### src/rtl/cdb_arbiter_pkg.sv
// rtl/cdb_arbiter_pkg.sv - shared constants and source encodings for the CDB arbiter
package cdb_arbiter_pkg;

   localparam int Q_WIDTH_DEF = 4;
   localparam int NO_DEP      = 0;

   typedef enum logic {
      SRC_EX  = 1'b0,
      SRC_SLB = 1'b1
   } cdb_src_e;

endpackage

### src/rtl/cdb_src_fifo.sv
// rtl/cdb_src_fifo.sv - per-producer result FIFO with flush, feeding the CDB arbiter
module cdb_src_fifo import cdb_arbiter_pkg::*; #(
   parameter int Q_WIDTH = Q_WIDTH_DEF,
   parameter int FIFO_AW = 1
) (
   input  logic               clk,
   input  logic               rst_n,
   input  logic               en,
   input  logic               flush,
   input  logic               push,
   input  logic [Q_WIDTH-1:0] push_tag,
   input  logic [31:0]        push_value,
   input  logic               pop,
   output logic               empty,
   output logic               full,
   output logic [Q_WIDTH-1:0] head_tag,
   output logic [31:0]        head_value
);

   localparam int DEPTH = 2 ** FIFO_AW;

   logic [Q_WIDTH+31:0] mem [DEPTH];
   logic [FIFO_AW-1:0]  head_ptr;
   logic [FIFO_AW-1:0]  tail_ptr;
   logic [FIFO_AW:0]    count;

   assign empty = (count == '0);
   assign full  = (count == (FIFO_AW+1)'(DEPTH));
   assign {head_tag, head_value} = mem[head_ptr];

   // Pointer and occupancy tracking; pointers wrap naturally since depth is a power of two.
   always_ff @(posedge clk or negedge rst_n) begin
      if (!rst_n) begin
         head_ptr <= '0;
         tail_ptr <= '0;
         count    <= '0;
      end else if (en) begin
         if (flush) begin
            head_ptr <= '0;
            tail_ptr <= '0;
            count    <= '0;
         end else begin
            if (push) tail_ptr <= tail_ptr + FIFO_AW'(1);
            if (pop)  head_ptr <= head_ptr + FIFO_AW'(1);
            case ({push, pop})
               2'b10:   count <= count + (FIFO_AW+1)'(1);
               2'b01:   count <= count - (FIFO_AW+1)'(1);
               default: count <= count;
            endcase
         end
      end
   end

   // Entry storage needs no reset; occupancy decides what is meaningful.
   always_ff @(posedge clk) begin
      if (en && !flush && push) mem[tail_ptr] <= {push_tag, push_value};
   end

endmodule

### src/rtl/cdb_arbiter.sv
// rtl/cdb_arbiter.sv - round-robin arbiter merging execute and SLB results onto one registered CDB
module cdb_arbiter import cdb_arbiter_pkg::*; #(
   parameter int Q_WIDTH = Q_WIDTH_DEF,
   parameter int FIFO_AW = 1
) (
   input  logic               clk_in,
   input  logic               rst_n_in,
   input  logic               rdy_in,
   input  logic               control_hazard,
   input  logic               ex_valid,
   input  logic [Q_WIDTH-1:0] ex_rob_tag,
   input  logic [31:0]        ex_value,
   output logic               ex_ready,
   input  logic               slb_valid,
   input  logic [Q_WIDTH-1:0] slb_rob_tag,
   input  logic [31:0]        slb_value,
   output logic               slb_ready,
   output logic               cdb_valid,
   output logic [Q_WIDTH-1:0] cdb_rob_tag,
   output logic [31:0]        cdb_value,
   output logic               cdb_src
);

   logic               ex_empty, ex_full, slb_empty, slb_full;
   logic [Q_WIDTH-1:0] ex_head_tag, slb_head_tag;
   logic [31:0]        ex_head_value, slb_head_value;
   logic               ex_push, slb_push, ex_pop, slb_pop;
   logic               grant_valid;
   cdb_src_e           grant_src;
   cdb_src_e           last_grant;

   // Ready is a function of registered occupancy only, so no valid-to-ready path exists.
   assign ex_ready  = rst_n_in & rdy_in & ~control_hazard & ~ex_full;
   assign slb_ready = rst_n_in & rdy_in & ~control_hazard & ~slb_full;

   // Tag 0 completes the handshake but is never stored, so it can never be broadcast.
   assign ex_push  = ex_valid  & ex_ready  & (ex_rob_tag  != Q_WIDTH'(NO_DEP));
   assign slb_push = slb_valid & slb_ready & (slb_rob_tag != Q_WIDTH'(NO_DEP));

   assign ex_pop  = grant_valid & (grant_src == SRC_EX)  & ~control_hazard;
   assign slb_pop = grant_valid & (grant_src == SRC_SLB) & ~control_hazard;

   cdb_src_fifo #(.Q_WIDTH(Q_WIDTH), .FIFO_AW(FIFO_AW)) u_ex_fifo (
      .clk        (clk_in),
      .rst_n      (rst_n_in),
      .en         (rdy_in),
      .flush      (control_hazard),
      .push       (ex_push),
      .push_tag   (ex_rob_tag),
      .push_value (ex_value),
      .pop        (ex_pop),
      .empty      (ex_empty),
      .full       (ex_full),
      .head_tag   (ex_head_tag),
      .head_value (ex_head_value)
   );

   cdb_src_fifo #(.Q_WIDTH(Q_WIDTH), .FIFO_AW(FIFO_AW)) u_slb_fifo (
      .clk        (clk_in),
      .rst_n      (rst_n_in),
      .en         (rdy_in),
      .flush      (control_hazard),
      .push       (slb_push),
      .push_tag   (slb_rob_tag),
      .push_value (slb_value),
      .pop        (slb_pop),
      .empty      (slb_empty),
      .full       (slb_full),
      .head_tag   (slb_head_tag),
      .head_value (slb_head_value)
   );

   // Round-robin grant on registered FIFO state: on contention the source not granted last wins.
   always_comb begin
      grant_valid = 1'b0;
      grant_src   = SRC_EX;
      if (!ex_empty && !slb_empty) begin
         grant_valid = 1'b1;
         grant_src   = (last_grant == SRC_EX) ? SRC_SLB : SRC_EX;
      end else if (!ex_empty) begin
         grant_valid = 1'b1;
         grant_src   = SRC_EX;
      end else if (!slb_empty) begin
         grant_valid = 1'b1;
         grant_src   = SRC_SLB;
      end
   end

   // Broadcast register: load the granted head, drop valid on flush or idle, freeze when not ready.
   always_ff @(posedge clk_in or negedge rst_n_in) begin
      if (!rst_n_in) begin
         cdb_valid   <= 1'b0;
         cdb_rob_tag <= '0;
         cdb_value   <= '0;
         cdb_src     <= SRC_EX;
         last_grant  <= SRC_SLB;
      end else if (rdy_in) begin
         if (control_hazard) begin
            cdb_valid <= 1'b0;
         end else if (grant_valid) begin
            cdb_valid   <= 1'b1;
            cdb_rob_tag <= (grant_src == SRC_SLB) ? slb_head_tag : ex_head_tag;
            cdb_value   <= (grant_src == SRC_SLB) ? slb_head_value : ex_head_value;
            cdb_src     <= grant_src;
            last_grant  <= grant_src;
         end else begin
            cdb_valid <= 1'b0;
         end
      end
   end

endmodule

### config.mk
export PLATFORM = sky130hd
export DESIGN_NAME = cdb_arbiter
export DESIGN_NICKNAME = d
export VERILOG_FILES = /design/src/rtl/cdb_arbiter_pkg.sv /design/src/rtl/cdb_src_fifo.sv /design/src/rtl/cdb_arbiter.sv
export SDC_FILE = /design/constraint.sdc
export NUM_CORES = 1
export LEC_CHECK = 0
export ABC_AREA = 1
export ABC_CLOCK_PERIOD_IN_PS = 2900
export CAP_MARGIN = 20
export CELL_PAD_IN_SITES_DETAIL_PLACEMENT = 0
export CELL_PAD_IN_SITES_GLOBAL_PLACEMENT = 1
export CORE_ASPECT_RATIO = 0.5
export CORE_MARGIN = 4
export CORE_UTILIZATION = 35
export DETAILED_ROUTE_END_ITERATION = 12
export PLACE_DENSITY_LB_ADDON = 0.1
export RECOVER_POWER = 25
export SYNTH_ARGS = -nofsm -noshare
export SYNTH_HDL_FRONTEND = slang
export SYNTH_SLANG_ARGS = --single-unit
### constraint.sdc
create_clock -name clk_in -period 2.9 [get_ports clk_in]
set_input_delay 0.29 -clock clk_in [delete_from_list [all_inputs] [get_ports clk_in]]
set_output_delay 0.29 -clock clk_in [all_outputs]
set_load 0.005 [all_outputs]
==> impl_metrics.toml, run 1 <==
[global_routing]
use_met3_pct = 3.49
grt_busiest_layer = "met2"
gr-usage-met2_pct = 25.5
antenna_found_initial = 0
grt_overflow = 0
gr-usage-all-layers_pct = 16.2
grt_max_degree = 39
grt_pass1_wl_um = 29800
grt_pass1_vias = 5195
use_met1_pct = 23.2

[worst_setup_path]
crit_family = "buffers and inverters"
cpMaxStageDelayCell = "dlygate4sd3_1"
critPathLaunch = "rst_n_in"
crit_fanout = 7
rr_endpoint = "u_slb_fifo.head_ptr"
required_ns = 2.61
critical_path_buf_inv_count = 4
slowest_delay_ns = 0.54
crit_chain = "dlygate4sd3_1 -> clkbuf_1 -> nand3_2 -> clkinv_2 -> clkdlybuf4s50_1"
path_class = "in2out"
cp-end-kind = "output pin"
reg2regPathDepth = 7
r2r_start = "u_ex_fifo.count[0]"
cp.arrival_ns = 2.06
critical_path_cell_count = 5
r2r_slack_ns = 0.76
start_kind = "input pin"
crit_end = "slb_ready"

[clock_tree]
ctsHtreeMaxLevel = 4
cts.path.max_buffers = 2
clkLatencyLatePin_ns = 0.43
post_cts_resized = 0
cts-root-buf = "clkbuf_16"
clk_pin_slew_worst_paths_ns = 0.07
cts_buffers = 17
clock-sinks = 191
tritoncts = "yes"

[synth]
synth_xor_area_share_pct = 0.117
syn-num-nets = 721
avgSynthCellArea_um2 = 11.7
post_synth_num_cell_types = 24
yosysTopAreaCellShare_pct = 57.6
netlist_top_cells_area = "edfxtp_1 (58%), dfrtp_1 (15%), nor2_1 (6.8%)"
syn_inst = 643
synth_adder_area_share_pct = 0
yosys.area_share.simple_pct = 18.5
synth_compound_area_share_pct = 4.92
synth.area.mux_share_pct = 0
synth_edf_count = 144
netlist_area_um2 = 7500
yosys_warnings = 0
yosys_register_bits = 191
ys.flop_type = "edfxtp_1"
yosysSeqAreaShare_pct = 73.3
synth_top_family_by_area = "simple AND/OR/NAND/NOR gates"
async_flop_share_pct = 24.6
yosys.area.top_type = "edfxtp_1"

[timing]
holdWs_ns = 0.403
rsz0062_at_grt = "no"
drv_slew = 0
slew_headroom_pct = 45.8
period_needed_ns = 2.35
tns_ns = 0
period_share_pct = 81.0
finalHoldViolCount = 0
skew_ns = 0.0136
fmax_mhz = 426
tightest_slew_ns = 0.812
setup_viol = 0

[place]
place_inst = 1016
portBuffers = 117
place_area_um2 = 9030
gp_congestion = 0.729
hpwl_um = 11800

[route]
viasPerCell = 4.76
wl_um = 19100
first_pass_iters = 5
num_vias = 4997
drt_iter0_drc = 268
drc_errors = 0
antenna_left = 0
wl_per_cell_um = 18.2

[die]
rows = 37
die_h_um = 112
dieArea_um2 = 24000
die_w_um = 215
io_pins = 118
core_area_um2 = 20800
start_util_pct = 36.1

[layout]
drive_gt1_share_pct = 9.79
area_growth_syn_to_layout_pct = 28.8
final_cell_count_no_fill = 1049
stdcell_area_um2 = 9660
mostFrequentLayoutCell = "edfxtp_1"
diodes = 0
nNetsFinal = 841
final_cell_mix = "edfxtp_1 (144), nor2_1 (132), nand2_1 (125)"

[power]
powerDensity_nw_per_um2 = 874
vdd_drop_max_mv = 0.385
power.leakage_nw = 3.71

[worst_hold_path]
hp-class = "in2async"

[job]
drv_cap = 0

[outcome]
status = "finished clean"
-- stage by stage --
| step | utilization [%] | power, mW | worst slack (ns) |
|---|---|---|---|
| after detailed placement | 43.4 | 6.12 | 0.666 |
| final | 46.5 | 8.44 | 0.551 |
| after CTS | 46.5 | 8.58 | 0.692 |
| after global routing | 46.5 | 9.01 | 0.409 |
| after global placement | 43.4 | 6.10 | 0.737 |
| after floorplan | - | 4.92 | 0.185 |
-- where the power goes --
group / switching [mW] / leakage, nW / total (mW) / internal (mW)
clock network: 1.09 / 0.301 / 2.45 / 1.36
registers: 0.219 / 1.88 / 3.52 / 3.30
logic: 1.46 / 1.53 / 2.47 / 1.01
-- cells by family (layout without fill, tap and decap cells) --
family | after synthesis | count (layout)
AOI/OAI and AO/OA | 72 | 72
buffers and inverters | 49 | 182
DFF | 191 | 191
xor gates and xnor gates | 1 | 1
and+or+nand+nor | 330 | 330
-- routing by layer --
layer	part of all wire [%]	vias to the layer above	routed length (um)
met2	46	104	8740
li1	-	2428	-
met3	3.9	11	746
met1	50	2454	9450
met5	0	-	0
met4	0.65	0	124
-- worst register-to-register path, cell delays in order (launching register included) --
cell and delay, ns:
dfrtp_1 0.40, inv_2 0.09, nand2_2 0.09, nand2_2 0.10, nand2_4 0.27, inv_2 0.68
nand2_1 0.22, o21ai_0 0.21
-- flip-flops by register name (all words and copies together) (netlist names) --
register	flops
u_slb_fifo.tail_ptr	1
u_slb_fifo.mem	72
cdb_value	32
last_grant	1
u_ex_fifo.head_ptr	1
cdb_valid	1
cdb_rob_tag	4
u_ex_fifo.tail_ptr	1
u_slb_fifo.count	2
u_ex_fifo.count	2
u_ex_fifo.mem	72
u_slb_fifo.head_ptr	1
cdb_src	1
-- worst min-delay path by stage --
| stage | endpoint | slack, ns | startpoint |
|---|---|---|---|
| final | u_ex_fifo.count[0] | 0.40 | rst_n_in |
| after global routing | cdb_value[5] | 0.44 | rst_n_in |
| after CTS | cdb_value[5] | 0.29 | rst_n_in |
| after detailed placement | u_ex_fifo.count[0] | 0.17 | rst_n_in |
| after global placement | cdb_value[5] | 0.16 | rst_n_in |
| after floorplan | cdb_rob_tag[0] | -0.006 | rst_n_in |
-- cells in the mapped netlist (5+ instances only) --
master	count
clkbuf_1	14
nor2_1	136
buf_4	5
buf_2	7
inv_2	8
edfxtp_1	144
nand3_1	56
o21ai_0	51
dfrtp_1	46
nand2_1	125
o21ai_1	14
inv_1	9
nand2_2	5
-- timing repair --
item,4_1_cts,5_1_grt
hold endpoints to repair,3,0
hold buffers,1,0
buffers inserted,0,0
-- final cells by class --
class | instances | area [um^2]
clock buffers | 19 | 453
clock inverters | 13 | 171
fillers | 1902 | 11100
inverters | 20 | 77.6
multi-input cells | 403 | 1800
flip-flops and latches | 191 | 5500
well taps | 273 | 342
repair buffers | 130 | 1320
Note: power is estimated with default switching activity, not from simulation.
==> run 2, diff against run 1 <==
--- a/config.mk
+++ b/config.mk
@@ -6,7 +6,7 @@
 export NUM_CORES = 1
 export LEC_CHECK = 0
 export ABC_AREA = 1
-export ABC_CLOCK_PERIOD_IN_PS = 2900
+export ABC_CLOCK_PERIOD_IN_PS = 2000
 export CAP_MARGIN = 20
 export CELL_PAD_IN_SITES_DETAIL_PLACEMENT = 0
 export CELL_PAD_IN_SITES_GLOBAL_PLACEMENT = 1
==> constraint.sdc (replaced) <==
create_clock -name clk_in -period 2 [get_ports clk_in]
set_input_delay 0.2 -clock clk_in [delete_from_list [all_inputs] [get_ports clk_in]]
set_output_delay 0.2 -clock clk_in [all_outputs]
set_load 0.005 [all_outputs]
==> impl_metrics.toml, run 2 (synthesis gave the netlist of run 1 again) <==
[timing]
rsz0062_at_grt = "no"
holdWs_ns = 0.392
timing.final.ws_setup_ns = 0.131
fmax_mhz = 535
tns_ns = 0
slew_headroom_pct = 67.3
drv_slew = 0
period_needed_ns = 1.87
tightest_slew_ns = 0.491
finalHoldViolCount = 0
setup_viol = 0
skew_ns = 0.00895
period_share_pct = 93.5

[layout]
mostFrequentLayoutCell = "edfxtp_1"
stdcell_area_um2 = 9820
area_growth_syn_to_layout_pct = 30.9
fillers = 1891
drive_gt1_share_pct = 11.0
final_cell_mix = "edfxtp_1 (144), nor2_1 (132), nand2_1 (125)"
top_regs = "u_ex_fifo.mem: 72 flops, u_slb_fifo.mem: 72 flops, cdb_value: 32 flops"
diodes = 0
final_cell_count_no_fill = 1061
nNetsFinal = 853

[global_routing]
grt_pass1_vias = 5212
gr-usage-all-layers_pct = 16.5
grt_max_degree = 37
grt_pass1_wl_um = 30200
antenna_found_initial = 0
grt_overflow = 0

[outcome]
status = "finished clean"

[route]
wl_per_cell_um = 18.0
drc_errors = 0
drt_iter0_drc = 241
antenna_left = 0
num_vias = 5016
wl_um = 19100
viasPerCell = 4.73
first_pass_iters = 4

[job]
drv_cap = 0

[worst_setup_path]
r2r_slack_ns = 0.38
critical_path_buf_inv_count = 3
critPathLaunch = "u_slb_fifo.count[0]"
crit_end = "slb_ready"
cpMaxStageDelayCell = "clkdlybuf4s50_1"
path_class = "reg2out"
crit_fanout = 4
required_ns = 1.80
cp-end-kind = "output pin"
critical_path_cell_count = 5
crit_family = "buffers and inverters"
rr_endpoint = "cdb_value[31]"
cp.arrival_ns = 1.67
crit_chain = "inv_2 -> nand2_1 -> nand3_2 -> clkinv_2 -> clkdlybuf4s50_1"
reg2regPathDepth = 7
slowest_delay_ns = 0.51
start_kind = "flop"
r2r_start = "u_slb_fifo.count[0]"

[die]
start_util_pct = 36.1
die_h_um = 112
dieArea_um2 = 24000
rows = 37
die_w_um = 215
core_area_um2 = 20800
io_pins = 118

[place]
place_inst = 1028
hpwl_um = 13000
gp_congestion = 0.781
post-place-ws_ns = 0.0827
place_area_um2 = 9220
portBuffers = 117

[clock_tree]
tritoncts = "yes"
clkLatencyLatePin_ns = 0.43
cts.path.max_buffers = 2
clock-sinks = 191
ctsHtreeMaxLevel = 4
cts-root-buf = "clkbuf_16"
cts_buffers = 17
clk_pin_slew_worst_paths_ns = 0.07

[power]
power.leakage_nw = 3.80
vdd_drop_max_mv = 0.530
powerDensity_nw_per_um2 = 1250

[worst_hold_path]
hp-class = "in2reg"
==> run 2: stage by stage <==
step | total power, mW | utilization, %
6_report | 12.2 | 47.2
5_1_grt | 13.1 | 47.2
4_1_cts | 12.5 | 47.2
3_5_place_dp | 9.02 | 44.4
3_3_place_gp | 9.00 | 44.4
2_1_floorplan | 7.15 | -
==> run 2: worst min path at each step <==
stage	startpoint	cells after the start	slack (ns)	end
floorplan	rst_n_in	0	-0.1	cdb_rob_tag[0]
global placement	rst_n_in	2	0.30	u_slb_fifo.count[0]
detailed placement	rst_n_in	2	0.30	u_slb_fifo.count[1]
CTS	slb_value[25]	1	0.33	u_slb_fifo.mem[0][25]
global route	slb_value[25]	1	0.40	u_slb_fifo.mem[0][25]
finish	slb_value[4]	1	0.39	u_slb_fifo.mem[0][4]
==> run 2: cell type report <==
cell class	count	area, um^2	area share, %
clock buffers	18	429	4.37
clock inverters	14	158	1.61
repair buffers	142	1510	15.4
multi-input cells	403	1800	18.3
flip-flops and latches	191	5500	56.1
well taps	273	342	3.48
inverters	20	77.6	0.790
==> run 2: per-layer routing <==
layer	routed length, um	share of wire, %	vias to the layer above	track usage [%]
li1	-	-	2456	-
met1	9270	49	2473	22.7
met2	9130	48	72	27.1
met3	538	2.8	15	3.08
met4	157	0.82	0	4.50
met5	0	0	-	0
==> run 2: where the power goes <==
group | leakage (nW) | total [mW] | internal [mW] | switching (mW)
clock | 0.279 | 3.42 | 1.87 | 1.55
combinational | 1.64 | 3.76 | 1.61 | 2.14
sequential | 1.88 | 5.07 | 4.79 | 0.287
==> run 2: timing repair <==
action                     CTS  global route
gates resized for setup      0             1
hold buffers                 1             0
hold endpoints to repair    46             0
setup endpoints to repair    0             1
buffers inserted             0             0
